$ cat src/rtl/sprite_motion_ctrl.sv
// Per-frame motion controller for the overlay player box: debounced buttons,
// a slow/fast hold-to-accelerate FSM, screen clamping and frame-aligned position.
module sprite_motion_ctrl #(
    parameter int SCREEN_W    = 640,
    parameter int SCREEN_H    = 480,
    parameter int OBJ_W       = 50,
    parameter int OBJ_H       = 50,
    parameter int INIT_X      = 40,
    parameter int INIT_Y      = 1,
    parameter int STEP_SLOW   = 1,
    parameter int STEP_FAST   = 4,
    parameter int HOLD_FRAMES = 30
) (
    input  logic       vga_clk,
    input  logic       reset,
    input  logic       vs_n,
    input  logic       btn_up_n,
    input  logic       btn_down_n,
    input  logic       btn_left_n,
    input  logic       btn_right_n,
    input  logic       recenter,
    output logic [9:0] obj_x,
    output logic [9:0] obj_y,
    output logic       frame_tick,
    output logic       moving,
    output logic       fast
);

    localparam int HOLD_W = $clog2(HOLD_FRAMES + 1);

    localparam logic signed [10:0] X_MAX  = 11'(SCREEN_W - OBJ_W);
    localparam logic signed [10:0] Y_MAX  = 11'(SCREEN_H - OBJ_H);
    localparam logic signed [10:0] STEP_S = 11'(STEP_SLOW);
    localparam logic signed [10:0] STEP_F = 11'(STEP_FAST);
    localparam logic [9:0]         CTR_X  = 10'((SCREEN_W - OBJ_W) / 2);
    localparam logic [9:0]         CTR_Y  = 10'((SCREEN_H - OBJ_H) / 2);
    localparam logic [9:0]         RST_X  = 10'(INIT_X);
    localparam logic [9:0]         RST_Y  = 10'(INIT_Y);
    localparam logic [HOLD_W-1:0]  HOLD_MAX = HOLD_W'(HOLD_FRAMES);

    typedef enum logic [1:0] {IDLE, SLOW, FAST} state_t;

    // Button vectors are active-low, bit order {right, left, down, up}.
    logic [3:0]        sync1_q, sync1_d;
    logic [3:0]        sync2_q, sync2_d;
    logic [3:0]        cur_q, cur_d;
    logic [3:0]        prv_q, prv_d;
    logic              vs_hist_q, vs_hist_d;
    logic              frame_tick_q, frame_tick_d;
    logic              recenter_pend_q, recenter_pend_d;
    logic [9:0]        obj_x_q, obj_x_d;
    logic [9:0]        obj_y_q, obj_y_d;
    logic              moving_q, moving_d;
    logic [HOLD_W-1:0] hold_cnt_q, hold_cnt_d;
    state_t            state_q, state_d;

    logic [3:0]         act;
    logic               go_up, go_down, go_left, go_right, any_move;
    logic signed [10:0] step, off_x, off_y, next_x, next_y;
    logic [9:0]         cand_x, cand_y;

    function automatic logic [9:0] clamp_pos(input logic signed [10:0] p,
                                             input logic signed [10:0] hi);
        logic [9:0] r;
        if (p < 11'sd0)
            r = '0;
        else if (p > hi)
            r = hi[9:0];
        else
            r = p[9:0];
        return r;
    endfunction

    always_comb begin
        sync1_d         = {btn_right_n, btn_left_n, btn_down_n, btn_up_n};
        sync2_d         = sync1_q;
        vs_hist_d       = vs_n;
        frame_tick_d    = vs_hist_q & ~vs_n;
        cur_d           = cur_q;
        prv_d           = prv_q;
        recenter_pend_d = recenter_pend_q | recenter;
        obj_x_d         = obj_x_q;
        obj_y_d         = obj_y_q;
        moving_d        = moving_q;
        hold_cnt_d      = hold_cnt_q;
        state_d         = state_q;

        if (frame_tick_q) begin
            cur_d = sync2_q;
            prv_d = cur_q;
        end

        // A direction counts only if pressed in this tick's sample and the last one.
        act      = ~cur_d & ~prv_d;
        go_up    = act[0] & ~act[1];
        go_down  = act[1] & ~act[0];
        go_left  = act[2] & ~act[3];
        go_right = act[3] & ~act[2];
        any_move = go_up | go_down | go_left | go_right;

        step   = (state_q == FAST) ? STEP_F : STEP_S;
        off_x  = go_right ? step : (go_left ? -step : 11'sd0);
        off_y  = go_down  ? step : (go_up   ? -step : 11'sd0);
        next_x = $signed({1'b0, obj_x_q}) + off_x;
        next_y = $signed({1'b0, obj_y_q}) + off_y;
        cand_x = clamp_pos(next_x, X_MAX);
        cand_y = clamp_pos(next_y, Y_MAX);

        if (frame_tick_q) begin
            // A request arriving on the tick itself waits for the next tick.
            recenter_pend_d = recenter;
            if (recenter_pend_q) begin
                obj_x_d    = CTR_X;
                obj_y_d    = CTR_Y;
                state_d    = IDLE;
                hold_cnt_d = '0;
                moving_d   = 1'b1;
            end else if (!any_move) begin
                state_d    = IDLE;
                hold_cnt_d = '0;
                moving_d   = 1'b0;
            end else begin
                obj_x_d  = cand_x;
                obj_y_d  = cand_y;
                moving_d = (cand_x != obj_x_q) || (cand_y != obj_y_q);
                unique case (state_q)
                    IDLE: begin
                        hold_cnt_d = HOLD_W'(1);
                        state_d    = (HOLD_FRAMES <= 1) ? FAST : SLOW;
                    end
                    SLOW: begin
                        if (hold_cnt_q >= HOLD_MAX - HOLD_W'(1)) begin
                            hold_cnt_d = HOLD_MAX;
                            state_d    = FAST;
                        end else begin
                            hold_cnt_d = hold_cnt_q + HOLD_W'(1);
                        end
                    end
                    FAST: state_d = FAST;
                    default: state_d = IDLE;
                endcase
            end
        end
    end

    always_ff @(posedge vga_clk or posedge reset) begin
        if (reset) begin
            sync1_q         <= '1;
            sync2_q         <= '1;
            cur_q           <= '1;
            prv_q           <= '1;
            vs_hist_q       <= 1'b1;
            frame_tick_q    <= 1'b0;
            recenter_pend_q <= 1'b0;
            obj_x_q         <= RST_X;
            obj_y_q         <= RST_Y;
            moving_q        <= 1'b0;
            hold_cnt_q      <= '0;
            state_q         <= IDLE;
        end else begin
            sync1_q         <= sync1_d;
            sync2_q         <= sync2_d;
            cur_q           <= cur_d;
            prv_q           <= prv_d;
            vs_hist_q       <= vs_hist_d;
            frame_tick_q    <= frame_tick_d;
            recenter_pend_q <= recenter_pend_d;
            obj_x_q         <= obj_x_d;
            obj_y_q         <= obj_y_d;
            moving_q        <= moving_d;
            hold_cnt_q      <= hold_cnt_d;
            state_q         <= state_d;
        end
    end

    assign obj_x      = obj_x_q;
    assign obj_y      = obj_y_q;
    assign frame_tick = frame_tick_q;
    assign moving     = moving_q;
    assign fast       = (state_q == FAST);

endmodule

$ cat config.mk
export PLATFORM = sky130hd
export DESIGN_NAME = sprite_motion_ctrl
export DESIGN_NICKNAME = d
export VERILOG_FILES = /design/src/rtl/sprite_motion_ctrl.sv
export SDC_FILE = /design/constraint.sdc
export NUM_CORES = 1
export LEC_CHECK = 0
export BUFFER_PORTS_ARGS = -buffer_cell sky130_fd_sc_hd__buf_2
export CORE_ASPECT_RATIO = 0.5
export CORE_MARGIN = 3
export CORE_UTILIZATION = 55
export DETAILED_ROUTE_END_ITERATION = 8
export PLACE_DENSITY = 0.84
export SYNTH_ARGS = -nofsm -noshare
export SYNTH_HDL_FRONTEND = slang
export SYNTH_SLANG_ARGS = --single-unit
$ cat constraint.sdc
create_clock -name vga_clk -period 4.2 [get_ports vga_clk]
set_input_delay 0.42 -clock vga_clk [delete_from_list [all_inputs] [get_ports vga_clk]]
set_output_delay 0.42 -clock vga_clk [all_outputs]
set_load 0.05 [all_outputs]
======== After elaboration in Yosys (flattened, before gate mapping) ========
Cells that the tools add are included.
storage, ports and cells
  register bits ........................... 47
  output and inout port bits .............. 23
  logic and storage cells ................. 76
cells by class
  $lt $le $gt $ge ......................... 5
  reductions and logical operators ........ 6
  add/subtract/negate cells ............... 4
  bitwise gates (word level) .............. 17
  muxes and demuxes ....................... 26
  eq/ne operators ......................... 6
operators by type and width
  cell                                                       number
  two-way mux 10 bit                                         8
  two-way mux 11 bit                                         4
  adder 11 bit                                               2
  < comparator 11 x 1 -> 1 bit (second input constant)       2
  inequality test 10 bit                                     2
  two-way mux 5 bit                                          3
  > comparator 11 x 10 -> 1 bit (second input constant)      1
  > comparator 11 bit (second input constant)                1
  negator 3 -> 11 bit                                        1
  case mux 5 bit (2 select lines)                            1
  two-way mux 4 bit                                          2
  NOT 4 bit                                                  2
  two-way mux 2 bit                                          3
  case mux 2 bit (3 select lines)                            1
  AND reduction 2 bit                                        3
  adder 5 x 1 -> 5 bit (second input constant)               1
  bitwise AND 1 bit                                          5
  greater-or-equal comparator 5 bit (second input constant)  1
  NOT 1 bit                                                  5
  bitwise AND 4 bit                                          1
  inequality test 4 x 2 -> 1 bit (second input constant)     1
  inequality test 4 bit (second input constant)              1
  bitwise OR 1 bit                                           4
  two-way mux 1 bit                                          3
  6 further kinds                                            6

======== Logic depth before layout (Yosys ltp) ========
Gate-level depths: netlist of the first run.
  depth in word-level cells ............... 15
  depth in mapped cells ................... 21
  mapped depth without buffers ............ 18

======== Worst setup path after synthesis of the first run ========
OpenSTA, ideal clock, no wires.
  path type ............................... register to register
  start point ............................. reg frame_tick_q, in the netlist frame_tick
  end point ............................... reg moving_q, in the netlist moving
  required time ........................... 4.060 ns
  clock period less this slack ............ 4.975 ns
  slack ................................... -0.775 ns
  data arrival time ....................... 4.836 ns
  cell stages (with the launch flop) ...... 22
  library setup time ...................... 0.140 ns
  cells stage by stage .................... dfrtp_1 buf_2 buf_1 mux2_2 or2_2 inv_1 ha_1 nor2_1 nor2_1 ha_1 inv_1 fa_1 and2b_1 o2111a_1 nor2_1 o311ai_2 o211ai_2 and2_1 clkbuf_1 o31a_1 a2111oi_0 a31oi_1
on the way
  elaborated cells on any way between the ends .. 35
  those cells by class .................... 2 x add/sub; 4 x order compare; 2 x eq/ne; 12 x mux; 14 x bitwise; 1 x reduce/logical
RTL lines
  what                                                            line     RTL
  start, declared                                                 49       logic frame_tick_q, frame_tick_d;
  start signal, assigned                                          166      frame_tick_q <= frame_tick_d;
  two-way mux 4 bit *                                             88       if (frame_tick_q) begin
  named net cur_d[0]                                              46       logic [3:0] cur_q, cur_d;
  NOT 4 bit *                                                     94       act = ~cur_d & ~prv_d;
  bitwise AND 4 bit *                                             94
  bitwise AND 1 bit / NOT 1 bit (equally long branches)           95, 96
  two-way mux 11 bit / bitwise AND 1 bit (equally long branches)  103, 96
  two-way mux 11 bit                                              103      off_y = go_down ? step : (go_up ? -step : 11'sd0);
  adder 11 bit                                                    105      next_y = $signed({1'b0, obj_y_q}) + off_y;
  > comparator 11 x 10 -> 1 bit                                   67       else if (p > hi)
  two-way mux 10 bit                                              67
  two-way mux 10 bit                                              65       if (p < 11'sd0)
  inequality test 10 bit                                          125      moving_d = (cand_x != obj_x_q) || (cand_y != obj_y_q);
  logical OR 1 bit                                                125
  two-way mux 1 bit *                                             118      end else if (!any_move) begin
  two-way mux 1 bit *                                             112      if (recenter_pend_q) begin
  end signal, assigned                                            170      moving_q <= moving_d;
  end, declared                                                   53       logic moving_q, moving_d;
Mark *: on every way through the listed nets, which the timed path passes. The rest lies on a longest branch.
A chain may end at the register's enable or synchronous reset.

======== Worst setup path in the final report of the first run ========
Ends and elaborated chain as after synthesis.

==> results.ini, run 1 <==
[floorplanning]
rows=21
coreArea_um2=6940
dieWidth_um=128
ios=31
initial_core_util=0.588
dieArea_um2=8550
die_y_um=66.9

[run_status]
violations=setup timing
status=finished with violations

[global_route]
track_usage=0.282
grt_max_degree=48
grt_pass1_wl_mm=19.4
first_global_vias=3837
grt.overflow.total=0
antenna_found_initial=0

[place]
post-dp-hpwl_mm=8.20
place_area_um2=4610
place_inst=603
port_buffers=30
pre_cts_ws_ns=-0.0793
routabilityCongestion=0.988

[detailed_routing]
dr.pass1.iters=6
routed-via-count=4232
drc=0
drt_iter0_drc=483
route.detailed.wl_per_inst_um=20.2
routed_wl_mm=12.8
viasPerCell=6.68
ant_nets=0

[layout]
drive_gt1_frac=0.382
fin_util=0.773
syn_to_final_growth_pct=31.5
finalNetCount=580
fin_cells=634
antenna_cells=0
stdcell_area_um2=5360

[timing]
fin_crit_sh=1.03
slew_violations=0
setup_ws_ns=-0.109
fmax_mhz=232
holdWs_ns=0.223
hold_viol=0
post-route-min-period_ns=4.31
setup_viol=1
max-slew-margin-rel=0.356
timing_worst_slew_pin_value_ns=0.965
rsz0062_at_grt=true
fin_worst_skew_ns=0.00617
finalSetupTns_ns=-0.109

[clocking]
max-clock-path-buffers=2
htreeDepth=2
cts.clk_slew.worst_paths_ns=0.06
clk_latency_ns=0.29
cts_buffers=5
clockRootBuffer=clkbuf_16
clock_sinks=47
cts_hold_buffers=0
cts_tree=done

[synth]
syn_nets=505
synth-main-ff-cell=dfrtp_1
synth_edf_count=0
synthesis.area_um2=4080
synth-async-reset-ratio=1.00
ys.warnings.count=0
ys_seq_elements=47
synth.avg_cell_area_um2=8.75
syn_inst=466
yosysSeqAreaShare=0.294
ys_types=81

[run]
maxCapViolCount=0

[critical_path]
cp-start-kind=flop
crit_fanout=6
reg2reg_depth=18
path_class=flop to flop
crit_arrival_ns=4.47
r2r-end=moving
cp_cell_sequence=mux2_4 > or2_4 > inv_4 > ha_4 > nor2_2 > nor2_2 > ha_2 > inv_2 > fa_2 > and2b_1 > o2111a_2 > nor2_4 > o311ai_4 > o22ai_2 > a211oi_2 > xor2_1 > a2111oi_2 > a31oi_1
end_kind=flop
cpMaxStageDelayCell=dfrtp_2
crit_required_ns=4.36
crit_top_cell=nor2_2
reg2reg_slack_ns=-0.11
r2r_start=frame_tick
cpPeakStageDelay_ns=0.47

[pwr]
peakVddDrop_uv=346
leakagePower_nw=2.32
power.total_mw=3.87
p_per_area_nw_per_um2=723

[min_path]
hold_class=primary input to flop
hold_path_depth=1
holdCritStartpoint=btn_up_n
min_to=sync1_q[0]

Yosys cell counts, drive strengths merged, types with 10 or more instances:
library cell	n	area [um2]
nor2	28	108
dfstp	20	526
ha	29	363
dfrtp	27	676
nand2	29	109
buf	10	56.3
a21oi	33	176
a211oi	12	95.1
or2	11	68.8
inv	32	120
or3	11	78.8
clkbuf	10	37.5
o21ai	29	145
nand3	17	85.1
routing by layer:
layer,vias up,routed length [um],GRT usage
li1,1909,-,-
met1,2041,5470,0.399
met2,240,5940,0.458
met3,42,1100,0.0416
met4,0,271,0.0675
met5,-,0,0
final cells by class:
type	count	area [um2]
clock buffers	6	129
clock inverters	2	60.1
fillers	432	1570
inverters	32	123
multi-input cells	367	3120
flip-flops and latches	47	1200
well taps	92	115
repair buffers	88	612
logic make-up after synthesis:
kind of cell,count (synthesis),synth area share
AO/OA/AOI/OAI,166,0.302
buffers and inverters,52,0.0525
XOR/XNOR,16,0.0362
adder cells (fa/ha/maj),31,0.0988
AND/OR/NAND/NOR,141,0.182
multiplexers,13,0.0347
flip-flops,47,0.294
worst max path at each step:
| stage | cells past startpoint | start | end |
|---|---|---|---|
| floorplan | 21 | frame_tick | moving |
| global placement | 15 | frame_tick | moving |
| detailed placement | 15 | frame_tick | moving |
| CTS | 18 | frame_tick | moving |
| global route | 18 | frame_tick | moving |
| finish | 18 | frame_tick | moving |
cells in the final DEF (no fill, tap or decap), types with 4 or more instances in the layout:
cell and instances:
a31oi_1 7, o31a_1 4, a32o_1 5, and2_1 5
nand4_1 7, nand2_1 29, a211oi_1 5, nor2_2 4
mux2_2 4, o2111ai_1 4, mux2_4 5, or2_2 5
clkbuf_16 5, o21ai_0 26, nand2b_1 6, a21o_1 9
a211oi_2 4, and3_1 5, dfrtp_1 26, nand3_1 17
nor2b_1 4, or2_4 5, o22a_1 4, nor2_1 23
buf_4 51, inv_2 5, buf_6 7, a21oi_1 30
or3_1 9, ha_1 23, inv_1 26, buf_2 30
dfstp_2 20, xor2_1 6
critical path: cells and delay by family, from the launching register on:
kind            cells  cell delay [ns]
mux                 1             0.33
compound gates      6             1.66
simple gates        5             0.75
flops               1             0.47
xor+xnor            1             0.13
fa+ha+maj           3             0.71
buf+inv             2             0.11
sequential cells by signal (all words and copies together), names as in the netlist:
register / flops
recenter_pend_q: 1
hold_cnt_q: 5
sync1_q: 4
moving: 1
state_q: 2
cur_q: 4
prv_q: 4
sync2_q: 4
vs_hist_q: 1
frame_tick: 1
obj_y: 10
obj_x: 10
timing repair:
action / CTS / global route
pin swaps: 22 / 30
endpoints found under the hold margin: 0 / 0
gates resized for setup: 29 / 44
endpoints found under the setup margin: 1 / 6
setup buffers: 9 / 15
cloned: 0 / 0
report_power, final:
part	switching [mW]	internal (mW)	leakage (nW)	total (mW)
clock	0.171	0.341	0.0911	0.512
combinational	1.54	1.19	1.70	2.73
sequential	0.0945	0.534	0.535	0.629
Note: power is estimated with default switching activity, not from simulation.
==> inputs of run 2 (changes only) <==
CORE_ASPECT_RATIO = 1.25   (was 0.5)
==> run 2 against run 1 <==
  * The flow still finishes with violations (setup timing)
  * Critical path depth stayed put
  * Final cell count stayed put
  * Clock power is 41% lower
  * Sequential power hardly changed
==> results.ini, run 2 (same netlist as run 1, synthesis figures left out) <==
[pwr]
p_int_mw=1.71  ; -17%
seqPwrFrac=0.182  ; +0.020
switching_share=0.508  ; +0.0411
leakagePower_nw=2.25  ; -2.9%
p_per_area_nw_per_um2=681  ; -5.8%
p_sw_mw=1.76  ; -2.5%
comb_power_share=0.731  ; +0.025
clkPwrFrac=0.087  ; -0.045
peakVddDrop_uv=371  ; +7.3%

[clocking]
cts.clk_slew.worst_paths_ns=0.11  ; +0.05 ns
max-clock-path-buffers=2  ; unchanged
clockRootBuffer=clkbuf_8
htreeDepth=2  ; unchanged
clk_latency_ns=0.31  ; +0.02 ns
cts_hold_buffers=0  ; unchanged
cts_buffers=5  ; unchanged
clock_sinks=47  ; unchanged
cts_tree=done

[place]
pre_cts_ws_ns=-0.125  ; -0.0456 ns
routabilityCongestion=0.968  ; -2.1%
post-dp-hpwl_mm=8.63  ; +5.3%
port_buffers=30  ; unchanged

[min_path]
hold_path_depth=1  ; unchanged
holdCritStartpoint=btn_left_n
hold_class=primary input to flop

[timing]
finalSetupTns_ns=-0.248  ; -0.139 ns
holdWs_ns=0.193  ; -0.0299 ns
timing_worst_slew_pin_value_ns=0.986  ; +0.0216 ns
hold_viol=0  ; unchanged
rsz0062_at_grt=true
max-slew-margin-rel=0.342  ; -0.0144
fmax_mhz=225  ; -3.1%
slew_violations=0  ; unchanged
setup_viol=1  ; unchanged
post-route-min-period_ns=4.45  ; +0.139 ns
fin_worst_skew_ns=0.0106  ; +0.00446 ns
setup_ws_ns=-0.248  ; -0.139 ns
fin_crit_sh=1.06  ; +0.0332

[global_route]
antenna_found_initial=0  ; unchanged
track_usage=0.275  ; -0.00788
first_global_vias=4131  ; +7.7%
grt_pass1_wl_mm=19.2  ; -0.92%
grt_max_degree=48  ; unchanged
grt.overflow.total=0  ; unchanged

[critical_path]
crit_path_start=frame_tick
crit_required_ns=4.39  ; +0.03 ns
cp-start-kind=flop
path_class=flop to flop
crit_fanout=7  ; +1
reg2reg_depth=18  ; unchanged
r2r_start=frame_tick
end_kind=flop
crit_arrival_ns=4.64  ; +0.17 ns

[layout]
antenna_cells=0  ; unchanged
syn_to_final_growth_pct=25.1
num-fill-cells=514  ; +19%
drive_gt1_frac=0.342  ; -0.0400
finalNetCount=582  ; +0.34%
final_cell_mix=57 x buf_4, 30 x a21oi_1, 30 x buf_2
final_common_cell=buf_4
fin_util=0.722  ; -0.0507

[detailed_routing]
viasPerCell=6.82  ; +2.2%
drc=0  ; unchanged
routed-via-count=4326  ; +2.2%
ant_nets=0  ; unchanged
drt_iter0_drc=443  ; -8.3%
route.detailed.wl_per_inst_um=20.3  ; +0.92%
routed_wl_mm=12.9  ; +0.92%
dr.pass1.iters=5  ; -1

[floorplanning]
dieWidth_um=83.0  ; -35%
dieArea_um2=8490  ; -0.66%
rows=34  ; +62%
ios=31  ; unchanged
die_y_um=102  ; +53%
initial_core_util=0.578  ; -0.0104
coreArea_um2=7060  ; +1.8%

[run_status]
status=finished with violations
violations=setup timing

[run]
maxCapViolCount=0  ; unchanged

-- run 2: final timing paths --
| kind | endpoint | slack (ns) |
|---|---|---|
| worst max-delay path | moving | -0.25 |
| worst min-delay path | sync1_q[2] | 0.19 |
| worst max register to register | moving | -0.25 |
| worst min register to register | sync2_q[1] | 0.36 |
| max in group asynchronous | frame_tick | 3.20 |
| min in group asynchronous | hold_cnt_q[0] | 0.33 |
-- run 2: stage by stage --
| step | instances | cell area (um2) | total power, mW |
|---|---|---|---|
| after floorplan | 466 | 4190 | 2.16 |
| after global placement | 613 | 4700 | 2.73 |
| after detailed placement | 613 | 4700 | 2.79 |
| after CTS | 622 | 4900 | 3.17 |
| after global routing | 634 | 5100 | 3.64 |
| final | 634 | 5100 | 3.47 |
-- run 2: routing by layer --
layer | track usage | routed length [um] | vias up
met1 | 0.308 | 4810 | 2043
met4 | 0.152 | 758 | 0
met3 | 0.0419 | 1000 | 100
met5 | 0 | 0 | -
met2 | 0.501 | 6320 | 272
li1 | - | - | 1911
-- run 2: power by group through the flow --
stage / clock network [mW] / logic, mW / registers (mW)
CTS: 0.303 / 2.25 / 0.623
global route: 0.326 / 2.68 / 0.638
floorplan: 0 / 1.43 / 0.733
detailed placement: 0 / 2.16 / 0.629
finish: 0.303 / 2.54 / 0.630
global placement: 0 / 2.11 / 0.623
-- run 2: repair_timing --
item	4_1_cts	5_1_grt
endpoints found under the setup margin	1	3
resized for setup	16	23
pin swaps	7	18
buffers inserted	1	12
-- run 2: critical path, stage by stage, from the launching register on --
cell and delay (ns):
dfrtp_2 0.50, mux2_4 0.33, or2_4 0.26, buf_6 0.13, ha_4 0.16, mux2_4 0.28
ha_4 0.26, buf_4 0.14, and2b_1 0.19, o2111a_2 0.33, o41ai_4 0.34, a21oi_2 0.13
buf_4 0.15, buf_4 0.13, a211oi_2 0.30, xnor2_1 0.18, o2111ai_1 0.17, a2111oi_2 0.23
a31oi_1 0.12
-- run 2: cell type report --
class,count,area [um2],area share
clock buffers,5,68.8,0.0135
clock inverters,3,25.0,0.00491
inverters,32,123,0.0240
multi-input cells,367,2960,0.580
flip-flops and latches,47,1200,0.236
well taps,90,113,0.0221
repair buffers,90,612,0.120
==> inputs of run 3 (changes only) <==
ABC_AREA = 1   (was default)
==> run 3 against run 2 <==
  * The run now ends clean
  * Combinational power decreased by 42%
  * Die area decreased by 4.0%
  * Synthesized cell count increased by 24%
  * Clock power increased by 2%
  * Total power decreased by 32%
  * Fmax increased by 16%
==> results.ini, run 3 <==
[run_status]
status=complete, no violations

[clocking]
clockRootBuffer=clkbuf_8
clock_sinks=47  ; unchanged
clk_latency_ns=0.30  ; about the same
cts_buffers=5  ; unchanged
cts.clk_slew.worst_paths_ns=0.09  ; -0.02 ns
cts_tree=done
cts_hold_buffers=0  ; unchanged
htreeDepth=2  ; unchanged
max-clock-path-buffers=2  ; unchanged

[synth]
synth-main-ff-cell=dfrtp_1
synthesis.area_um2=3910  ; -4.2%
post-synth-top-count-cell=nand2_1
synth_top_area_frac=0.188  ; +0.0227
synth.avg_cell_area_um2=6.78  ; -23%
synth.largest_area_cell=nand2_1
synth-async-reset-ratio=1.00  ; unchanged
synth_simple_gate_area_share=0.375  ; +0.193
synthMuxAreaShare=0  ; -0.0347
synth_area_leaders=nand2_1 19%, dfrtp_1 17%, dfstp_2 13%, inv_1 9.4%, ha_1 9.3%
synth_edf_count=0  ; unchanged
ys.warnings.count=0  ; unchanged
yosys.area_share.adder=0.103  ; +0.00437
synth_top_family_by_area=simple AND/OR/NAND/NOR gates
syn_inst=576  ; +24%
yosysSeqAreaShare=0.307  ; +0.0130
ys_types=39  ; -52%
syn_nets=615  ; +22%
synth_xor_xnor_area_share=0.00448  ; -0.0317
synth-compound-area-share=0.0932  ; -0.209
ys_top_cells_by_count=196 x nand2_1, 98 x inv_1, 51 x nand3_1, 41 x nor2_1, 29 x ha_1
ys_seq_elements=47  ; unchanged

[detailed_routing]
routed-via-count=3735  ; -14%
drc=0  ; unchanged
dr.pass1.iters=5  ; unchanged
routed_wl_mm=9.01  ; -30%
viasPerCell=5.35  ; -22%
ant_nets=0  ; unchanged
route.detailed.wl_per_inst_um=12.9  ; -37%
drt_iter0_drc=258  ; -42%

[layout]
final_cell_mix=196 x nand2_1, 97 x inv_1, 51 x nand3_1
syn_to_final_growth_pct=9.13
seqCellArea_um2=1200  ; unchanged
multi_input_area_um2=2260  ; -24%
final_common_cell=nand2_1
fin_util=0.633  ; -0.0890
finalNetCount=649  ; +12%
num-fill-cells=604  ; +18%
drive_gt1_frac=0.157  ; -0.185
fin_cells=698  ; +10%
antenna_cells=0  ; unchanged
stdcell_area_um2=4260  ; -16%

[global_route]
track_usage=0.235  ; -0.0396
first_global_vias=3439  ; -17%
grt.overflow.total=0  ; unchanged
grt_max_degree=48  ; unchanged
antenna_found_initial=0  ; unchanged
grt_pass1_wl_mm=15.2  ; -21%

[critical_path]
r2r_start=frame_tick
critPathTopFamily=simple AND/OR/NAND/NOR gates
r2r-end=moving
cpMaxStageDelayCell=dfrtp_2
crit_required_ns=4.40  ; about the same
crit_fanout=17  ; +10
cp.depth=28  ; +10
end_kind=flop
path_class=flop to flop
setup.worst_path.end=moving
reg2reg_slack_ns=0.37  ; +0.62 ns
cp_num_buf_inv=4  ; unchanged
reg2reg_depth=28  ; +10
crit_top_cell=nand2_1
crit_arrival_ns=4.03  ; -0.61 ns
cpPeakStageDelay_ns=0.45  ; -0.05 ns
cp-start-kind=flop
crit_path_start=frame_tick

[pwr]
seqPwrFrac=0.245  ; +0.063
power.total_mw=2.36  ; -32%
comb_power_share=0.624  ; -0.107
p_sw_mw=1.21  ; -32%
clkPwrFrac=0.131  ; +0.044
p_int_mw=1.16  ; -32%
switching_share=0.511  ; +0.00237
peakVddDrop_uv=282  ; -24%
p_per_area_nw_per_um2=554  ; -19%
leakagePower_nw=2.40  ; +6.4%

[timing]
hold_viol=0  ; unchanged
post-route-min-period_ns=3.83  ; -0.617 ns
max-slew-margin-rel=0.360  ; +0.0186
timing_worst_slew_pin_value_ns=0.958  ; -0.0278 ns
holdWs_ns=0.213  ; +0.0209 ns
slew_violations=0  ; unchanged
setup_viol=0  ; -1
setup_ws_ns=0.369  ; +0.617 ns
fin_crit_sh=0.912  ; -0.147
rsz0062_at_grt=false
fmax_mhz=261  ; +16%
finalSetupTns_ns=0  ; +0.248 ns
fin_worst_skew_ns=0.0117  ; +0.00107 ns

[min_path]
hold_class=primary input to flop

[place]
place_area_um2=4120  ; -12%
port_buffers=30  ; unchanged
place_inst=687  ; +12%
routabilityCongestion=0.880  ; -9.1%
post-dp-hpwl_mm=7.07  ; -18%
pre_cts_ws_ns=0.319  ; +0.444 ns

[floorplanning]
dieWidth_um=81.4  ; -2.0%
die_y_um=100  ; -2.0%
dieArea_um2=8160  ; -4.0%
initial_core_util=0.580  ; +0.00280
rows=33  ; -2.9%
coreArea_um2=6730  ; -4.7%
ios=31  ; unchanged

[run]
maxCapViolCount=0  ; unchanged

[run 3: cell types whose count changed after synthesis, sizes merged, moves of 11 or more]
cell / previous run / this run
a21oi: 33 / 8
a211oi: 12 / 0
or3: 11 / 0
nor2: 28 / 45
inv: 32 / 104
nand3: 17 / 55
nand2: 29 / 206
[run 3: worst reg2reg max path: cells and delay by family (launching register included)]
family	cells	cell delay (ns)
fa+ha+maj	2	0.67
buf+inv	4	0.39
simple gates	21	2.04
flops	1	0.45
compound gates	1	0.21
[run 3: routing by layer]
layer / routed length [um] / track usage / vias to the layer above
li1: - / - / 1892
met1: 3960 / 0.306 / 1751
met2: 4550 / 0.408 / 78
met3: 340 / 0.0260 / 14
met4: 165 / 0.0624 / 0
met5: 0 / 0 / -
[run 3: timing repair]
item	4_1_cts	5_1_grt
setup endpoints to repair	0	1
gates resized for setup	0	4
setup buffers	0	3
[run 3: worst min path at each step]
stage,start,depth (start not counted),to,slack [ns]
after floorplan,sync1_q[0],0,sync2_q[0],0.35
after global placement,sync1_q[3],0,sync2_q[3],0.35
after detailed placement,sync1_q[3],0,sync2_q[3],0.35
after CTS,btn_right_n,1,sync1_q[3],0.20
after global routing,btn_right_n,1,sync1_q[3],0.20
final,btn_right_n,1,sync1_q[3],0.21
[run 3: logic make-up (layout without fill, tap and decap cells)]
logic type,after synthesis,count (layout)
compound gates,53,53
buf+inv,113,148
fa+ha+maj,31,31
flops,47,47
simple gates,330,330
xor+xnor,2,2
[run 3: area by class of cell]
| class | count | area share |
|---|---|---|
| Multi-Input combinational cell | 416 | 0.529 |
| Tap cell | 87 | 0.0255 |
| Clock buffer | 7 | 0.0229 |
| Inverter | 105 | 0.0936 |
| Sequential cell | 47 | 0.282 |
| Timing Repair Buffer | 35 | 0.0449 |
| Clock inverter | 1 | 0.00147 |
[run 3: power groups by stage]
stage	combinational, mW	sequential [mW]	clock, mW
after detailed placement	1.43	0.585	0
after global placement	1.39	0.582	0
final	1.47	0.579	0.310
after CTS	1.44	0.577	0.315
after global routing	1.66	0.587	0.331
after floorplan	1.06	0.691	0
